===== config.mk =====
export PLATFORM = sky130hd
export DESIGN_NAME = sparse_chunk_writer_flat
export DESIGN_NICKNAME = d
export VERILOG_FILES = /design/src/rtl/sparse_chunk_writer_if.sv /design/src/rtl/sparse_chunk_writer.sv /design/src/flat_wrapper.sv
export SDC_FILE = /design/constraint.sdc
export NUM_CORES = 1
export LEC_CHECK = 0
export CAP_MARGIN = 30
export CORE_MARGIN = 2
export CORE_UTILIZATION = 35
export DETAILED_ROUTE_END_ITERATION = 6
export PLACE_DENSITY = 0.67
export SLEW_MARGIN = 20
export SYNTH_ARGS = -nofsm -noshare
export SYNTH_HDL_FRONTEND = slang
export SYNTH_SLANG_ARGS = --single-unit

===== constraint.sdc =====
create_clock -name clk_i -period 4.5 [get_ports clk_i]
set_input_delay 1.35 -clock clk_i [delete_from_list [all_inputs] [get_ports clk_i]]
set_output_delay 1.35 -clock clk_i [all_outputs]
set_load 0.02 [all_outputs]

===== src/rtl/sparse_chunk_writer_if.sv =====
// Dense-beat input and compacted-write output bundle of the sparse chunk writer.
`ifndef BUS_SIZE
`define BUS_SIZE 8
`endif
`ifndef MEM_SIZE
`define MEM_SIZE 32
`endif

interface sparse_chunk_writer_if #(
    parameter int CNT_W = $clog2(`MEM_SIZE / `BUS_SIZE)
);
    logic                        dense_valid_i;
    logic                        dense_ready_o;
    logic [`BUS_SIZE-1:0][7:0]   dense_data_i;
    logic                        dense_last_i;
    logic [1:0]                  bank_release_i;
    logic [`BUS_SIZE-1:0]        sparsemap_o;
    logic [`BUS_SIZE-1:0][7:0]   nonzero_data_o;
    logic                        wr_valid_o;
    logic [CNT_W-1:0]            wr_count_o;
    logic                        wr_sel_o;
    logic                        chunk_done_o;
    logic [$clog2(`MEM_SIZE):0]  chunk_nnz_o;

    modport slave (
        input  dense_valid_i, dense_data_i, dense_last_i, bank_release_i,
        output dense_ready_o, sparsemap_o, nonzero_data_o, wr_valid_o,
               wr_count_o, wr_sel_o, chunk_done_o, chunk_nnz_o
    );

    modport master (
        output dense_valid_i, dense_data_i, dense_last_i, bank_release_i,
        input  dense_ready_o, sparsemap_o, nonzero_data_o, wr_valid_o,
               wr_count_o, wr_sel_o, chunk_done_o, chunk_nnz_o
    );
endinterface


===== src/rtl/sparse_chunk_writer.sv =====
// Compacts nonzero bytes of each dense beat into a ping-pong bank pair; outputs one cycle after accept.
// Ready drops while the current bank is still owned by the consumer.
`ifndef BUS_SIZE
`define BUS_SIZE 8
`endif
`ifndef MEM_SIZE
`define MEM_SIZE 32
`endif

module sparse_chunk_writer #(
    parameter int WR_DAT_CYC_NUM = `MEM_SIZE / `BUS_SIZE,
    parameter int CNT_W          = $clog2(WR_DAT_CYC_NUM)
) (
    input  logic                 clk_i,
    input  logic                 rst_i,
    sparse_chunk_writer_if.slave bus
);
    localparam int BUS   = `BUS_SIZE;
    localparam int POP_W = $clog2(BUS) + 1;
    localparam int NNZ_W = $clog2(`MEM_SIZE) + 1;
    localparam int ACC_W = $clog2(WR_DAT_CYC_NUM * BUS) + 1;

    logic [1:0]            r_bank_full;
    logic                  r_cur_bank;
    logic [CNT_W-1:0]      r_cnt;
    logic [ACC_W-1:0]      r_acc;

    logic                  r_wr_vld;
    logic                  r_done;
    logic [CNT_W-1:0]      r_wr_cnt;
    logic                  r_wr_sel;
    logic [BUS-1:0]        r_map;
    logic [BUS-1:0][7:0]   r_nz;
    logic [NNZ_W-1:0]      r_nnz;

    logic                  w_rdy;
    logic                  w_acc;
    logic                  w_last;
    logic [1:0]            w_set;
    logic [BUS-1:0]        w_map;
    logic [BUS-1:0][7:0]   w_nz;
    logic [POP_W-1:0]      w_pop;
    logic [ACC_W-1:0]      w_acc_nxt;

    assign w_rdy  = ~r_bank_full[r_cur_bank];
    assign w_acc  = bus.dense_valid_i & w_rdy;
    assign w_last = bus.dense_last_i | (r_cnt == CNT_W'(WR_DAT_CYC_NUM - 1));
    assign w_set  = (w_acc & w_last) ? (2'b01 << r_cur_bank) : 2'b00;
    assign w_acc_nxt = r_acc + ACC_W'(w_pop);

    // Lane k of the compacted beat takes the k-th nonzero byte scanning up from lane 0.
    always_comb begin
        int k;
        k     = 0;
        w_map = '0;
        w_nz  = '0;
        for (int i = 0; i < BUS; i++) begin
            w_map[i] = |bus.dense_data_i[i];
            if (w_map[i]) begin
                w_nz[k] = bus.dense_data_i[i];
                k       = k + 1;
            end
        end
        w_pop = POP_W'(k);
    end

    always_ff @(posedge clk_i or posedge rst_i) begin
        if (rst_i) begin
            r_bank_full <= 2'b00;
            r_cur_bank  <= 1'b0;
            r_cnt       <= '0;
            r_acc       <= '0;
            r_wr_vld    <= 1'b0;
            r_done      <= 1'b0;
            r_wr_cnt    <= '0;
            r_wr_sel    <= 1'b0;
            r_map       <= '0;
            r_nz        <= '0;
            r_nnz       <= '0;
        end else begin
            r_wr_vld <= w_acc;
            r_done   <= w_acc & w_last;
            // A set in the same cycle as a release of that bank must leave it FULL.
            r_bank_full <= (r_bank_full & ~bus.bank_release_i) | w_set;
            if (w_acc) begin
                r_map    <= w_map;
                r_nz     <= w_nz;
                r_wr_cnt <= r_cnt;
                r_wr_sel <= r_cur_bank;
                if (w_last) begin
                    r_cnt      <= '0;
                    r_cur_bank <= ~r_cur_bank;
                    r_acc      <= '0;
                    r_nnz      <= NNZ_W'(w_acc_nxt);
                end else begin
                    r_cnt <= r_cnt + CNT_W'(1);
                    r_acc <= w_acc_nxt;
                end
            end
        end
    end

    assign bus.dense_ready_o  = w_rdy;
    assign bus.sparsemap_o    = r_map;
    assign bus.nonzero_data_o = r_nz;
    assign bus.wr_valid_o     = r_wr_vld;
    assign bus.wr_count_o     = r_wr_cnt;
    assign bus.wr_sel_o       = r_wr_sel;
    assign bus.chunk_done_o   = r_done;
    assign bus.chunk_nnz_o    = r_nnz;
endmodule

===== src/flat_wrapper.sv =====
// flat-port wrapper written by rule: the top's interface ports become plain ports
module sparse_chunk_writer_flat 
#(
    parameter int WR_DAT_CYC_NUM = `MEM_SIZE / `BUS_SIZE,
    parameter int CNT_W          = $clog2(WR_DAT_CYC_NUM)
)
  (clk_i, rst_i, bus_dense_valid_i, bus_dense_data_i, bus_dense_last_i, bus_bank_release_i, bus_dense_ready_o, bus_sparsemap_o, bus_nonzero_data_o, bus_wr_valid_o, bus_wr_count_o, bus_wr_sel_o, bus_chunk_done_o, bus_chunk_nnz_o);
  sparse_chunk_writer_if #(.CNT_W(CNT_W)) bus_i ();
  input  logic clk_i;
  input  logic rst_i;
  input wire logic [$bits(bus_i.dense_valid_i)-1:0] bus_dense_valid_i;
  input wire logic [$bits(bus_i.dense_data_i)-1:0] bus_dense_data_i;
  input wire logic [$bits(bus_i.dense_last_i)-1:0] bus_dense_last_i;
  input wire logic [$bits(bus_i.bank_release_i)-1:0] bus_bank_release_i;
  output wire logic [$bits(bus_i.dense_ready_o)-1:0] bus_dense_ready_o;
  output wire logic [$bits(bus_i.sparsemap_o)-1:0] bus_sparsemap_o;
  output wire logic [$bits(bus_i.nonzero_data_o)-1:0] bus_nonzero_data_o;
  output wire logic [$bits(bus_i.wr_valid_o)-1:0] bus_wr_valid_o;
  output wire logic [$bits(bus_i.wr_count_o)-1:0] bus_wr_count_o;
  output wire logic [$bits(bus_i.wr_sel_o)-1:0] bus_wr_sel_o;
  output wire logic [$bits(bus_i.chunk_done_o)-1:0] bus_chunk_done_o;
  output wire logic [$bits(bus_i.chunk_nnz_o)-1:0] bus_chunk_nnz_o;
  assign bus_i.dense_valid_i = bus_dense_valid_i;
  assign bus_i.dense_data_i = bus_dense_data_i;
  assign bus_i.dense_last_i = bus_dense_last_i;
  assign bus_i.bank_release_i = bus_bank_release_i;
  assign bus_dense_ready_o = bus_i.dense_ready_o;
  assign bus_sparsemap_o = bus_i.sparsemap_o;
  assign bus_nonzero_data_o = bus_i.nonzero_data_o;
  assign bus_wr_valid_o = bus_i.wr_valid_o;
  assign bus_wr_count_o = bus_i.wr_count_o;
  assign bus_wr_sel_o = bus_i.wr_sel_o;
  assign bus_chunk_done_o = bus_i.chunk_done_o;
  assign bus_chunk_nnz_o = bus_i.chunk_nnz_o;
  sparse_chunk_writer #(.WR_DAT_CYC_NUM(WR_DAT_CYC_NUM), .CNT_W(CNT_W)) u_core (.clk_i(clk_i), .rst_i(rst_i), .bus(bus_i));
endmodule

==> reports/qor.csv, run 1 <==
metric,value,unit
outcome,"complete, but fails checks",
failing checks,negative setup slack,
Fmax,164,MHz
Lkg Pwr,5.96,nW
Worst Hold Class,flip-flop to flip-flop,
Hold WS,473,ps
ratio of final minimum period to clock period,135,%
Post-Route WL,35.6,mm
cells after synthesis,933,
number of flops mapped to enable cells by yosys,0,
Clock Latency Late Sink,360,ps
"Slew Viols, Final",0,
worst slew pin tran,851,ps
hold buffer count at CTS,0,
Synth Warn #,0,
pwr dens,363,nW/um2
CP top delay family,adder cells,
TritonCTS Buffers,9,
root buffer cell,clkbuf_16,
nets,1373,
fin area,13500,um2
clock buffer depth,2,
starting density of the core,35.5,%
# rows,56,
DR DRC count,0,
final core utilization,57.8,%
Buffers & Inverters on Critical Path,4,
min cycle time layout,6090,ps
CP max-delay cell,or4_4,
wire per inst,22.1,um
chip height,158,um
Post-Syn Area,8270,um2
DIE AREA,24900,um2
first-pass GRT wire length,53.4,mm
worst vdd ir,397,uV
setup TNS,-86590,ps
gpl congestion,0.971,
Slew headroom,42.9,%
CP endpoint kind,flip-flop,
Yosys reg bits,94,
final hold viol count,0,
Worst path max stage delay,530,ps
initial antenna violation count,0,
area delta synth->final,62.9,%
via count,9312,
Startpoint Class,input port,
All-Layer GR Usage,28.1,%
core area,23300,um2
chip width,158,um
min setup slack post-route,-1590,ps
Unique masters post-synth,74,
DRT iter0 DRCs,910,
placed standard-cell area,12100,um2
setup skew after layout,9.48,ps
"leading cell types in the layout, fill and taps excluded","buf_4, nand2_1, clkdlybuf4s50_1",
"most used cell, CP",ha_4,
I/O Buffers,153,
I/O pins,154,
Syn Nets,1018,
DRT Pass-1 Iters,5,
syn_area_per_cell,8.87,um2
pin count of the biggest net entering global routing,66,
vias in the first global route,9218,
clk sinks,94,
Post-synth ARST share,100,%
H-tree depth,3,
HPWL after DPL,26.4,mm
"Setup violations, final",74,
WS Path Type,input port to flip-flop,
CP arrival,6300,ps
Final ANT Viol Nets,0,
Crit Path Max Fanout,4,
Congestion Overflow GR,0,
Clock Pin Slew Worst Setup and Hold Paths,70,ps
TritonCTS clock tree,yes,
"Seq/Total Area, Yosys",28.4,%
vias per inst,5.78,
# diodes,0,
ys flop type,dfrtp_1,
"Req. time, crit path",4710,ps
RSZ-0062 raised after global routing,yes,
Max Cap Viol,0,
share of layout cells above drive strength 1,42.5,%
"most common cell after layout, fill and taps aside",buf_4,
-- metrics by stage --
step	total power, W	instances	setup WS [ps]
floorplan	0.00256	933	-2210
global placement	0.00367	1565	-2250
detailed placement	0.00368	1565	-2340
CTS	0.00481	1601	-1630
global route	0.00513	1611	-1780
finish	0.00490	1611	-1590
-- worst reg2reg max path, cell delays in order (launching register included) --
cell and delay [ps]:
dfrtp_1 450, mux2i_1 200, nand2_4 460, inv_1 350, buf_4 280, nand2_1 480, inv_1 140, a32oi_2 250
o31ai_2 100
-- layout make-up --
type | instances | area, um2
clock buffer | 9 | 225
clock inverter | 6 | 93.8
fill | 1915 | 9850
inverter | 24 | 98.8
multi-input combinational | 756 | 6690
sequential | 94 | 2350
tap | 319 | 399
timing repair buffer | 403 | 3620
-- final timing paths --
check	startpoint	to	slack, ps	depth (start not counted)
max reg2reg	u_core.r_cur_bank	u_core.bus.nonzero_data_o[56]	1670	8
max in group asynchronous	rst_i	u_core.bus.sparsemap_o[4]	2370	3
min in group asynchronous	rst_i	u_core.bus.wr_valid_o	1490	2
max	bus_dense_data_i[11]	u_core.bus.chunk_nnz_o[5]	-1590	29
min	u_core.bus.wr_count_o[0]	u_core.bus.wr_count_o[0]	470	2
min reg2reg	u_core.bus.wr_count_o[0]	u_core.bus.wr_count_o[0]	470	2
-- state kept, by name (all words and copies together) (netlist names) --
name and count:
u_core.r_cur_bank 1, u_core.bus.chunk_done_o 1, u_core.r_cnt 2, u_core.bus.wr_sel_o 1
u_core.bus.wr_valid_o 1, u_core.bus.chunk_nnz_o 6, u_core.bus.wr_count_o 2, u_core.r_bank_full 2
u_core.r_acc 6, u_core.bus.nonzero_data_o 64, u_core.bus.sparsemap_o 8
-- power breakdown --
part | switching, W | internal [W] | leakage [nW]
logic | 0.00138 | 0.00119 | 4.64
registers | 0.000258 | 0.00120 | 1.16
clock network | 0.000373 | 0.000491 | 0.158
-- synth_stat cells (3+ instances only) --
cell type | number | share of area, %
nand2_1 | 187 | 8.5
dfrtp_1 | 94 | 28
mux2_2 | 86 | 12
mux2i_1 | 68 | 8.2
o21ai_0 | 63 | 3.8
o221ai_1 | 56 | 5.9
clkbuf_1 | 35 | 1.6
nand3_1 | 25 | 1.5
nor2_1 | 23 | 1.0
inv_1 | 19 | 0.86
a211oi_1 | 16 | 1.5
buf_2 | 16 | 0.97
a21oi_1 | 15 | 0.91
ha_1 | 13 | 2.0
mux2_1 | 13 | 1.8
a31oi_1 | 12 | 0.91
a32oi_1 | 11 | 1.2
nor4_1 | 11 | 0.83
xnor2_1 | 10 | 1.1
a21o_1 | 9 | 0.82
a32o_1 | 9 | 1.1
nand4_1 | 9 | 0.68
o31ai_1 | 9 | 0.82
or4_1 | 9 | 0.82
a22o_1 | 8 | 0.85
buf_1 | 7 | 0.32
nor3_1 | 7 | 0.42
o21ai_1 | 7 | 0.42
o2bb2ai_1 | 7 | 0.74
nor4_4 | 5 | 1.3
and2_1 | 4 | 0.30
nand4_2 | 4 | 0.60
o211ai_1 | 4 | 0.36
nand3_2 | 3 | 0.36
nor3_2 | 3 | 0.36
or2_1 | 3 | 0.23
xnor3_2 | 3 | 0.86
xor2_1 | 3 | 0.32
-- what timing repair did --
action,4_1_cts,5_1_grt
gates resized for setup,173,43
buffers inserted,21,11
pin swaps,51,34
setup endpoints to repair,76,76
cloned,1,0
-- cells by family after synthesis --
logic type / after synthesis / share of synthesized area [%]
simple gates: 307 / 18.4
compound gates: 246 / 21.7
mux: 168 / 21.9
flops: 94 / 28.4
buf+inv: 84 / 4.17
xor+xnor: 19 / 2.96
fa+ha+maj: 15 / 2.45
-- per-layer routing --
metal | wire (um) | vias up | track usage, %
met4 | 1210 | 0 | 11.2
met3 | 2420 | 83 | 4.08
met1 | 15200 | 4496 | 37.7
li1 | - | 4265 | -
met2 | 16700 | 468 | 45.5
met5 | 0 | - | 0
Power figures use the tool's default switching activity.
==> inputs of run 2 (changes only) <==
CTS_BUF_LIST = sky130_fd_sc_hd__clkbuf_4 sky130_fd_sc_hd__clkbuf_8   (was unset)
==> reports/qor.csv, run 2 (same netlist as run 1, synthesis figures left out) <==
metric,value,unit,change
outcome,"complete, but fails checks",,unchanged
"leading cell types in the layout, fill and taps excluded","buf_4, nand2_1, clkdlybuf4s50_1",,unchanged
met2 wire len,16.4,mm,was 16.7 mm
Startpoint Class,input port,,unchanged
Clock Latency Late Sink,400,ps,was 360 ps
DRT Pass-1 Iters,7,,was 5
All-Layer GR Usage,28.1,%,about the same
clk sinks,94,,unchanged
root buffer cell,clkbuf_8,,was clkbuf_16
TritonCTS Buffers,9,,unchanged
"reg-to-reg slack, setup",1700,ps,was 1670 ps
starting density of the core,35.5,%,unchanged
setup skew after layout,17.3,ps,was 9.48 ps
worst slew pin tran,849,ps,was 851 ps
HPWL after DPL,26.4,mm,unchanged
Post-Route WL,35.3,mm,was 35.6 mm
CP arrival,6280,ps,was 6300 ps
number of flip-flops in the largest register,64,,unchanged
TritonCTS clock tree,yes,,unchanged
# rows,56,,unchanged
clock buffer depth,2,,unchanged
switch share,42.3,%,was 41.1%
vias in the first global route,9165,,was 9218
via count,9288,,was 9312
Gate power share,54.7,%,was 52.6%
Final ANT Viol Nets,0,,unchanged
first-pass GRT wire length,53.3,mm,was 53.4 mm
Fmax,166,MHz,was 164 MHz
"most common cell after layout, fill and taps aside",buf_4,,unchanged
Slew headroom,43.0,%,was 42.9%
vias per inst,5.77,,was 5.78
DIE AREA,24900,um2,unchanged
failing checks,negative setup slack,,unchanged
pwr dens,352,nW/um2,was 363 nW/um2
core area,23300,um2,unchanged
internal power,0.00271,W,was 0.00289 W
gpl congestion,0.971,,unchanged
H-tree depth,3,,unchanged
WS Path Type,input port to flip-flop,,unchanged
Crit Path Max Fanout,3,,was 4
final hold viol count,0,,unchanged
area delta synth->final,61.0,%,was 62.9%
setup TNS,-82940,ps,was -86590 ps
Worst path max stage delay,550,ps,was 530 ps
DP Cell Count,1565,,unchanged
total power,0.00469,W,was 0.00490 W
sw power,0.00198,W,was 0.00201 W
share of layout cells above drive strength 1,42.1,%,was 42.5%
Layout Cells excl Fill,1610,,was 1611
# diodes,0,,unchanged
routed length on met1,15.0,mm,was 15.2 mm
power share of the clock group,14.3,%,was 17.6%
DR DRC count,0,,unchanged
pin count of the biggest net entering global routing,66,,unchanged
Seq pwr share,31.0,%,was 29.8%
wire per inst,21.9,um,was 22.1 um
Lkg Pwr,5.91,nW,was 5.96 nW
metal3 WL,2.51,mm,was 2.42 mm
chip height,158,um,unchanged
initial antenna violation count,0,,unchanged
nets,1372,,was 1373
fin area,13300,um2,was 13500 um2
RSZ-0062 raised after global routing,yes,,unchanged
min cycle time layout,6030,ps,was 6090 ps
CP max-delay cell,or4_4,,unchanged
I/O Buffers,153,,unchanged
DRT iter0 DRCs,773,,was 910
Max Cap Viol,0,,unchanged
CP endpoint kind,flip-flop,,unchanged
placed standard-cell area,12100,um2,unchanged
Clock Pin Slew Worst Setup and Hold Paths,100,ps,was 70 ps
Worst Hold Class,flip-flop to flip-flop,,unchanged
Congestion Overflow GR,0,,unchanged
hold buffer count at CTS,0,,unchanged
top sig layer,met4,,unchanged
"Setup violations, final",74,,unchanged
"Slew Viols, Final",0,,unchanged
min setup slack post-route,-1530,ps,was -1590 ps
chip width,158,um,unchanged
worst vdd ir,386,uV,was 397 uV
I/O pins,154,,unchanged
ratio of final minimum period to clock period,134,%,was 135%
"most used cell, CP",ha_4,,unchanged
"Req. time, crit path",4750,ps,was 4710 ps
[run 2: cell types whose count changed in the layout (fill, tap and decap cells not counted), moves of 2 or more]
| cell | delta |
|---|---|
| nand2_2 | -3 |
| nand2_1 | +3 |
| nand2_8 | -2 |
| clkbuf_16 | -9 |
| nand2_4 | +2 |
| clkbuf_8 | +9 |
[run 2: power by group through the flow]
stage	Combinational (W)	Clock, W	Sequential (W)
after global routing	0.00271	0.000711	0.00149
after global placement	0.00222	0	0.00145
after CTS	0.00248	0.000678	0.00144
final	0.00256	0.000671	0.00145
after detailed placement	0.00224	0	0.00145
after floorplan	0.000767	0	0.00180
[run 2: path summary, 6_finish.rpt]
kind                                 startpoint                            end  cells after the start
max                        bus_dense_data_i[19]      u_core.bus.chunk_nnz_o[5]                     29
max in group asynchronous                 rst_i      u_core.bus.sparsemap_o[4]                      3
min reg2reg                     u_core.r_acc[0]                u_core.r_acc[0]                      2
min                             u_core.r_acc[0]                u_core.r_acc[0]                      2
min in group asynchronous                 rst_i          u_core.bus.wr_valid_o                      2
max reg2reg                   u_core.r_cur_bank  u_core.bus.nonzero_data_o[60]                      8
[run 2: area by class of cell]
cell class	count	area (um2)
tap	319	399
inverter	24	98.8
fill	1948	10000
clock buffer	9	124
sequential	94	2350
clock inverter	6	93.8
timing repair buffer	402	3610
multi-input combinational	756	6640
[run 2: critical path: cells and delay by family]
family / cells / cell delay, ps
buffers and inverters: 4 / 320
AO/OA/AOI/OAI: 9 / 1170
AND/OR/NAND/NOR: 7 / 1140
adder cells (fa/ha/maj): 7 / 1820
XOR/XNOR: 1 / 190
multiplexers: 1 / 280
[run 2: metrics by stage]
step | worst slack (ps) | utilization, % | hold slack, ps
6_report | -1530 | 57.1 | 479
2_1_floorplan | -2210 | - | 443
3_3_place_gp | -2250 | 52.0 | 455
4_1_cts | -1580 | 56.1 | 485
5_1_grt | -1710 | 57.1 | 520
3_5_place_dp | -2340 | 52.0 | 463
[run 2: metal layers]
layer	track usage [%]	vias to the layer above
met5	0	-
met4	11.1	0
met3	3.70	85
met2	45.4	470
met1	37.9	4473
li1	-	4260
[run 2: timing repair]
item / in CTS / in global routing
setup buffers: 20 / 12
endpoints found under the hold margin: 0 / 0
cloned: 1 / 0
resized for setup: 166 / 42
setup endpoints to repair: 76 / 76
pin swaps: 53 / 34
==> inputs of run 3 (changes only) <==
TNS_END_PERCENT = 5   (was unset)
==> reports/qor.csv, run 3 (same netlist as run 1, synthesis figures left out) <==
metric,value,unit,change
Worst Hold Class,flip-flop to flip-flop,,unchanged
"reg-to-reg slack, setup",2100,ps,was 1700 ps
clk sinks,94,,unchanged
TritonCTS Buffers,9,,unchanged
"leading cell types in the layout, fill and taps excluded","buf_4, nand2_1, clkdlybuf4s50_1",,unchanged
"Slew Viols, Final",0,,unchanged
Startpoint Class,input port,,unchanged
CP top delay family,adder cells,,unchanged
CP max-delay cell,or4_4,,unchanged
Clock Pin Slew Worst Setup and Hold Paths,90,ps,was 100 ps
core area,23300,um2,unchanged
post-place setup slack,-2370,ps,was -2340 ps
Buffers & Inverters on Critical Path,4,,unchanged
chip width,158,um,unchanged
DR DRC count,0,,unchanged
setup TNS,-83160,ps,was -82940 ps
fin area,12600,um2,was 13300 um2
Lkg Pwr,5.72,nW,was 5.91 nW
I/O pins,154,,unchanged
ratio of final minimum period to clock period,136,%,was 134%
Congestion Overflow GR,0,,unchanged
wire per inst,21.6,um,was 21.9 um
first-pass GRT wire length,52.2,mm,was 53.3 mm
Max Cap Viol,0,,unchanged
nets,1355,,was 1372
DRT Pass-1 Iters,6,,was 7
"most used cell, CP",ha_4,,unchanged
vias per inst,5.80,,was 5.77
min setup slack post-route,-1600,ps,was -1530 ps
H-tree depth,3,,unchanged
failing checks,negative setup slack,,unchanged
hold buffer count at CTS,0,,unchanged
setup skew after layout,43.7,ps,was 17.3 ps
worst slew pin tran,825,ps,was 849 ps
vias in the first global route,9102,,was 9165
Critical Path Stages,29,,unchanged
gpl congestion,0.951,,was 0.971
WS Path Type,input port to flip-flop,,unchanged
Fill cells,2028,,was 1948
outcome,"complete, but fails checks",,unchanged
CP endpoint kind,flip-flop,,unchanged
Crit. Startpoint,bus_dense_data_i[8],,was bus_dense_data_i[19]
Post-Route WL,34.4,mm,was 35.3 mm
worst vdd ir,365,uV,was 386 uV
initial antenna violation count,0,,unchanged
Slew headroom,44.6,%,was 43.0%
Crit Reg-Reg Endpoint,u_core.bus.nonzero_data_o[57],,was u_core.bus.nonzero_data_o[60]
Reg2Reg Launch Point,u_core.r_cur_bank,,unchanged
TritonCTS clock tree,yes,,unchanged
chip height,158,um,unchanged
Final ANT Viol Nets,0,,unchanged
multi-input logic area,6100,um2,was 6640 um2
final hold viol count,0,,unchanged
Fmax,164,MHz,was 166 MHz
"Setup violations, final",74,,unchanged
placed standard-cell area,11900,um2,was 12100 um2
area delta synth->final,52.3,%,was 61.0%
min cycle time layout,6100,ps,was 6030 ps
share of layout cells above drive strength 1,35.7,%,was 42.1%
total power,0.00451,W,was 0.00469 W
"most common cell after layout, fill and taps aside",buf_4,,unchanged
pwr dens,358,nW/um2,was 352 nW/um2
"Req. time, crit path",4780,ps,was 4750 ps
Crit Path Max Fanout,4,,was 3
sequential cell area,2350,um2,unchanged
RSZ-0062 raised after global routing,yes,,unchanged
CP arrival,6370,ps,was 6280 ps
All-Layer GR Usage,27.2,%,was 28.1%
via count,9242,,was 9288
R2R cell count,7,,was 8
HPWL after DPL,26.4,mm,about the same
root buffer cell,clkbuf_8,,unchanged
Worst Setup EP,u_core.r_acc[5],,was u_core.bus.chunk_nnz_o[5]
starting density of the core,35.5,%,unchanged
# diodes,0,,unchanged
clock buffer depth,2,,unchanged
DRT iter0 DRCs,823,,was 773
# rows,56,,unchanged
DIE AREA,24900,um2,unchanged
Clock Latency Late Sink,420,ps,was 400 ps
pin count of the biggest net entering global routing,103,,was 66
final core utilization,54.0,%,was 57.1%
I/O Buffers,153,,unchanged
Worst path max stage delay,540,ps,was 550 ps
number of flip-flops in the largest register,64,,unchanged
run 3: changes by cell type in the layout (fill, tap and decap cells not counted), sizes merged:
cell / before / now
buf: 260 / 245
clkdlybuf4s15: 5 / 4
mux2: 101 / 100
inv: 25 / 23
clkinv: 3 / 5
clkbuf: 12 / 10
dlygate4sd2: 5 / 8
run 3: worst min-delay path by stage:
stage,startpoint,to,depth (start not counted)
floorplan,u_core.r_acc[0],u_core.r_acc[0],2
global placement,u_core.r_acc[0],u_core.r_acc[0],2
detailed placement,u_core.bus.chunk_nnz_o[1],u_core.bus.chunk_nnz_o[1],2
CTS,u_core.r_acc[0],u_core.r_acc[0],2
global route,u_core.bus.sparsemap_o[5],u_core.bus.sparsemap_o[5],2
finish,u_core.bus.sparsemap_o[5],u_core.bus.sparsemap_o[5],2
run 3: final cells by class:
cell class,count,share of cell area (%)
multi-input cells,755,48.4
repair buffers,386,27.2
flip-flops and latches,94,18.7
well taps,319,3.17
clock buffers,10,1.09
inverters,24,0.764
clock inverters,6,0.725
run 3: repair_timing:
action / CTS / global route
resized for setup: 96 / 37
setup endpoints to repair: 76 / 76
setup buffers: 11 / 5
cloned: 0 / 0
pin swaps: 31 / 33
run 3: metal layers:
metal	wire, um	GRT usage, %	part of all wire [%]
met5	0	0	0
met4	1120	9.26	3.2
met3	2640	4.63	7.7
met2	16100	44.6	47
met1	14600	36.4	42
run 3: worst reg2reg max path, stage by stage, from the launching register on:
cell and delay (ps):
dfrtp_1 470, mux2i_1 400, nand2_4 70, inv_1 500, nand2_1 490, inv_1 160
a32oi_1 120, o31ai_2 90
run 3: power by group:
part           internal, W  total, W  switching (W)
clock             0.000333  0.000695       0.000363
sequential         0.00120   0.00144       0.000243
combinational      0.00110   0.00237        0.00127
total              0.00263   0.00451        0.00188
run 3: stage by stage:
step | cells | hold WS [ps]
after floorplan | 933 | 443
after global placement | 1561 | 453
after detailed placement | 1561 | 466
after CTS | 1588 | 492
after global routing | 1594 | 506
final | 1594 | 482
